`config.mk`:
```
export PLATFORM = sky130hd
export DESIGN_NAME = spi_write_ctrl
export DESIGN_NICKNAME = d
export VERILOG_FILES = /design/src/rtl/spi_pkg.sv /design/src/rtl/spi_shift_reg.sv /design/src/rtl/spi_write_ctrl.sv
export SDC_FILE = /design/constraint.sdc
export NUM_CORES = 1
export LEC_CHECK = 0
export CAP_MARGIN = 30
export CORE_MARGIN = 2
export CORE_UTILIZATION = 47
export DETAILED_ROUTE_END_ITERATION = 10
export PLACE_DENSITY = 0.75
export REMOVE_ABC_BUFFERS = 1
export SETUP_SLACK_MARGIN = 0.15
export SYNTH_ARGS = -nofsm -noshare
export SYNTH_HDL_FRONTEND = slang
export SYNTH_HIERARCHICAL = 1
export SYNTH_SLANG_ARGS = --single-unit
```
`constraint.sdc`:
```
create_clock -name clk_i -period 2.3 [get_ports clk_i]
set_clock_uncertainty 0.15 [all_clocks]
set_input_delay 0.46 -clock clk_i [delete_from_list [all_inputs] [get_ports clk_i]]
set_output_delay 0.46 -clock clk_i [all_outputs]
set_load 0.03 [all_outputs]
```
`src/rtl/spi_pkg.sv`:
```
// Shared definitions for the SPI write/read IP: FSM state encoding,
// default frame width and the fixed SPI mode.
package spi_pkg;

  typedef enum logic [2:0] {
    IDLE    = 3'd0,
    SETUP   = 3'd1,
    SCLK_HI = 3'd2,
    SCLK_LO = 3'd3,
    HOLD    = 3'd4
  } spi_state_e;

  localparam int DefaultDataWidth = 16;

  // Mode 0 only; the read block uses these to stay consistent with the writer.
  localparam logic SpiCpol = 1'b0;
  localparam logic SpiCpha = 1'b0;

endpackage

```
`src/rtl/spi_shift_reg.sv`:
```
// Parallel-load, shift-left register for the SPI transmit path; the MSB
// is the bit currently presented on MOSI.
module spi_shift_reg #(
  parameter int Width = 16
) (
  input  logic             clk_i,
  input  logic             rst_ni,
  input  logic             load_i,
  input  logic             shift_i,
  input  logic             clear_i,
  input  logic [Width-1:0] data_i,
  output logic             msb_o
);

  logic [Width-1:0] shreg_q;
  logic [Width-1:0] shreg_d;

  // Clearing at end of frame returns MOSI to 0 while idle.
  always_comb begin
    // NOTE: default assignment first so every path assigns shreg_d (no latch).
    shreg_d = shreg_q;
    if (clear_i) begin
      shreg_d = '0;
    end else if (load_i) begin
      shreg_d = data_i;
    end else if (shift_i) begin
      shreg_d = {shreg_q[Width-2:0], 1'b0};
    end
  end

  always_ff @(posedge clk_i or negedge rst_ni) begin
    // NOTE: non-blocking assignments for all flop updates to avoid ordering races.
    if (!rst_ni) begin
      shreg_q <= '0;
    end else begin
      shreg_q <= shreg_d;
    end
  end

  assign msb_o = shreg_q[Width-1];

endmodule

```
`src/rtl/spi_write_ctrl.sv`:
```
// SPI mode-0 write master: serialises one word MSB-first per start request,
// advancing one half-period per divider tick and gating the divider via div_en_o.
module spi_write_ctrl
  import spi_pkg::*;
#(
  parameter int DataWidth = DefaultDataWidth,
  parameter int CntWidth  = 5
) (
  input  logic                 clk_i,
  input  logic                 rst_ni,
  input  logic                 start_i,
  input  logic [DataWidth-1:0] data_i,
  input  logic                 tick_i,
  output logic                 div_en_o,
  output logic                 sclk_o,
  output logic                 mosi_o,
  output logic                 cs_no,
  output logic                 busy_o,
  output logic                 done_o
);

  localparam logic [CntWidth-1:0] LastBit = CntWidth'(DataWidth - 1);

  spi_state_e          state_q, state_d;
  logic                sclk_q, sclk_d;
  logic                cs_n_q, cs_n_d;
  logic                busy_q, busy_d;
  logic                done_q, done_d;
  logic [CntWidth-1:0] cnt_q, cnt_d;
  logic                load, shift, clear;
  logic                msb;

  always_comb begin
    state_d = state_q;
    sclk_d  = sclk_q;
    cs_n_d  = cs_n_q;
    busy_d  = busy_q;
    done_d  = 1'b0;
    cnt_d   = cnt_q;
    load    = 1'b0;
    shift   = 1'b0;
    clear   = 1'b0;

    unique case (state_q)
      IDLE: begin
        if (start_i) begin
          load    = 1'b1;
          cnt_d   = '0;
          state_d = SETUP;
          cs_n_d  = 1'b0;
          busy_d  = 1'b1;
          sclk_d  = 1'b0;
        end
      end
      SETUP: begin
        if (tick_i) begin
          state_d = SCLK_HI;
          sclk_d  = 1'b1;
        end
      end
      SCLK_HI: begin
        if (tick_i) begin
          sclk_d = 1'b0;
          if (cnt_q == LastBit) begin
            state_d = HOLD;
          end else begin
            // MOSI advances on the falling edge so it is stable at the next rise.
            state_d = SCLK_LO;
            shift   = 1'b1;
            cnt_d   = cnt_q + CntWidth'(1);
          end
        end
      end
      SCLK_LO: begin
        if (tick_i) begin
          state_d = SCLK_HI;
          sclk_d  = 1'b1;
        end
      end
      HOLD: begin
        if (tick_i) begin
          state_d = IDLE;
          cs_n_d  = 1'b1;
          busy_d  = 1'b0;
          done_d  = 1'b1;
          clear   = 1'b1;
        end
      end
      default: begin
        state_d = IDLE;
        cs_n_d  = 1'b1;
        busy_d  = 1'b0;
        sclk_d  = 1'b0;
        clear   = 1'b1;
      end
    endcase
  end

  always_ff @(posedge clk_i or negedge rst_ni) begin
    if (!rst_ni) begin
      state_q <= IDLE;
      sclk_q  <= 1'b0;
      cs_n_q  <= 1'b1;
      busy_q  <= 1'b0;
      done_q  <= 1'b0;
      cnt_q   <= '0;
    end else begin
      state_q <= state_d;
      sclk_q  <= sclk_d;
      cs_n_q  <= cs_n_d;
      busy_q  <= busy_d;
      done_q  <= done_d;
      cnt_q   <= cnt_d;
    end
  end

  spi_shift_reg #(
    .Width(DataWidth)
  ) u_shift_reg (
    .clk_i  (clk_i),
    .rst_ni (rst_ni),
    .load_i (load),
    .shift_i(shift),
    .clear_i(clear),
    .data_i (data_i),
    .msb_o  (msb)
  );

  assign sclk_o   = sclk_q;
  assign mosi_o   = msb;
  assign cs_no    = cs_n_q;
  assign busy_o   = busy_q;
  assign div_en_o = busy_q;
  assign done_o   = done_q;

endmodule

```
==> results.toml <==
[timing]
setup_viol = 0
finalCritPeriodShare_pct = 95.45
max_freq_mhz = 455.5
timing.final.hold_violations = 0
rsz0062_at_grt = "yes"
whs_ns = 0.3328
fin_crit_ns = 2.195
relSlewSlack_pct = 65.41
slew_violations = 0
tightest_slew_ns = 0.5183

[finish]
num-nets-final = 209
diodes = 0
synthToLayoutAreaGrowth_pct = 30.45
layout-drive-gt1-share_pct = 21.08
final_cells = 231

[run]
cap_violations = 0

[clock_tree]
ctsHoldBuffers = 0
cts_num_sinks = 28
clk_latency_ns = 0.33
cts_max_level = 1
numCtsBuffers = 3
clk_pin_slew_ns = 0.15
cts_tree = "built"
clockBufferDepth = 2
root_buffer = "clkbuf_4"

[floorplan]
coreArea_sq_mm = 0.003284
initial_utilization_pct = 47.92
die_y_um = 61.87
row_count = 21
die_x_um = 61.87
die_area_sq_mm = 0.003828
io_pins = 26

[logic_synthesis]
ys.warnings.count = 6
synth_xor_area_share_pct = 0
synth_area_per_cell_sq_um = 10.64
synthTopCellsByArea = "dfrtp_1, mux2i_1, nor2b_1, a211oi_1, a211oi_2"
synth_top_family_by_area = "simple AND/OR/NAND/NOR gates"
yosysUniqueCellTypes = 38
synth_edf_count = 0
yosys.area.top_type = "dfrtp_1"
synth_seq_cells = 28
synth-compound-area-share_pct = 16.45
synthSimpleGateAreaFrac_pct = 17.49
async_flop_share_pct = 100.0
synth_mux_area_share_pct = 11.45
synth.cell_area_sq_mm = 0.001574
ys.flop_type = "dfrtp_1"
synthAdderAreaFrac_pct = 2.385
syn_inst = 148
yosysSeqAreaShare_pct = 44.59
synth_top_area_share_pct = 42.93

[critical_path]
worstPathArrival_ns = 2.25
end_kind = "flip-flop"
rr_endpoint = "u_shift_reg/shreg_q[3]$_DFFE_PN0P_"
worst-r2r-setup-slack_ns = 0.10
path_cells = "ha_2, and3_4, ha_4, or2_4, nor3_4, buf_4, buf_16, mux2i_2, a211oi_2"
crit_fanout = 8
worstSetupPathType = "flip-flop to flip-flop"
reg2reg_depth = 9
critPathRequiredTime_ns = 2.36
timing.critical_path.from = "cnt_q[1]$_DFFE_PN0P_"
r2r_start = "cnt_q[1]$_DFFE_PN0P_"
critPathMaxStageDelay_ns = 0.41
startpoint_type = "flip-flop"
cp_slowest_cell = "dfrtp_1"

[route]
routed.top_layer = "met4"
drtPass1Iterations = 4
route.met3.wl_um = 128
vias_per_cell = 5.472
drc_errors = 0
via_count = 1264
routed_wl_um = 3353
wl_met2_um = 1651
ant_nets = 0
wl_met1_um = 1534
routedWlPerCell_um = 14.52
drtIter0Drc = 26

[placement]
placed_cells = 221
dpl.hpwl_um = 2337
numPortBuffers = 25
gp_congestion = 0.8278

[global_routing]
antenna_found_initial = 0
grt_overflow = 0
grt_util_all_layers_pct = 19.29
grt_max_degree = 29
grt_pass1_vias = 1252
grt_pass1_wl_um = 5526

[power_and_ir_drop]
ir_worst_vdd_v = 0.0005312
p_leak_uw = 0.0008455
power_density_mw_per_mm2 = 1208

[hold_path]
hold_class = "flip-flop to flip-flop"
whs_path_depth = 2
worstHoldStart = "cs_no$_DFFE_PN1P_"
whs_endpoint = "cs_no$_DFFE_PN1P_"

[status]
status = "finished, final reports clean"
==> critical path, delay by kind of cell, from the launching register on <==
family          cells  cell delay [ns]
simple gates        3             0.56
flops               1             0.41
fa+ha+maj           2             0.34
buf+inv             2             0.29
mux                 1             0.22
compound gates      1             0.09
==> cells in the final DEF (no fill, tap or decap), types with 2 or more instances in the layout <==
cell type	instances
nand3_1	2
inv_1	7
a211oi_2	4
buf_4	19
a221oi_1	2
a211oi_1	11
mux2i_2	2
nor2b_1	15
or3b_1	2
o2bb2ai_1	3
clkbuf_4	3
nor2_1	4
mux2i_1	16
nor3b_1	2
dfrtp_1	27
a21oi_1	6
clkdlybuf4s50_1	24
nor3_1	3
nand2_1	6
==> cell usage after synthesis (3+ instances only) <==
| cell | count |
|---|---|
| clkbuf_1 | 5 |
| nor2b_1 | 15 |
| inv_1 | 7 |
| nand2_1 | 6 |
| a21oi_1 | 7 |
| o2bb2ai_1 | 3 |
| a211oi_2 | 3 |
| ha_1 | 3 |
| nor2_1 | 4 |
| dfrtp_1 | 27 |
| buf_4 | 3 |
| mux2i_1 | 18 |
| a211oi_1 | 12 |
| nor3_1 | 4 |
==> timing repair <==
item,4_1_cts,5_1_grt
endpoints found under the setup margin,17,16
resized for setup,9,3
gates cloned,1,0
endpoints found under the hold margin,0,0
pin swaps,9,2
buffers inserted,3,2
==> routing by layer <==
layer | up-vias | GRT usage, %
met5 | - | 0
met4 | 0 | 5.775
met3 | 4 | 2.899
met2 | 36 | 33.38
met1 | 612 | 25.00
li1 | 612 | -
==> flip-flops by register name, summed over array words and instances (netlist names) <==
signal,flops
state_q,3
busy_o,1
cnt_q,5
sclk_o,1
u_shift_reg/shreg_q,16
done_o,1
cs_no,1
==> cell type report <==
| type | count | area (sq um) |
|---|---|---|
| well taps | 46 | 57.56 |
| inverters | 7 | 26.28 |
| repair buffers | 46 | 439.2 |
| multi-input cells | 100 | 802.0 |
| flip-flops and latches | 28 | 701.9 |
| fillers | 302 | 1231 |
| clock buffers | 4 | 26.28 |
==> worst max-delay path by stage <==
stage	end	depth (start not counted)	slack, ns
after floorplan	u_shift_reg/shreg_q[2]$_DFFE_PN0P_	7	-1.26
after global placement	u_shift_reg/shreg_q[7]$_DFFE_PN0P_	4	-0.08
after detailed placement	u_shift_reg/shreg_q[2]$_DFFE_PN0P_	7	-0.09
after CTS	u_shift_reg/shreg_q[8]$_DFFE_PN0P_	8	0.03
after global routing	u_shift_reg/shreg_q[14]$_DFFE_PN0P_	9	0.02
final	u_shift_reg/shreg_q[3]$_DFFE_PN0P_	9	0.10
==> stage by stage <==
step	setup slack (ns)	instance area [sq um]	setup TNS, ns	total power, uW	util [%]
floorplan	-1.256	1480	-19.53	1682	-
global placement	-0.07841	1911	-0.9637	2031	58.17
detailed placement	-0.09000	1918	-0.8351	2102	58.40
CTS	0.02712	2027	0	2450	61.71
global route	0.02418	2053	0	2661	62.51
finish	0.1046	2053	0	2481	62.51
==> cell families after synthesis <==
| group | after synthesis |
|---|---|
| flops | 28 |
| buf+inv | 20 |
| compound gates | 34 |
| simple gates | 45 |
| fa+ha+maj | 3 |
| mux | 18 |
==> power breakdown <==
part | internal, uW | switching [uW] | total, uW
logic | 745 | 627 | 1370
clock network | 67.9 | 141 | 209
registers | 723 | 176 | 900
total | 1540 | 945 | 2480
(Power assumes the default switching activity.)
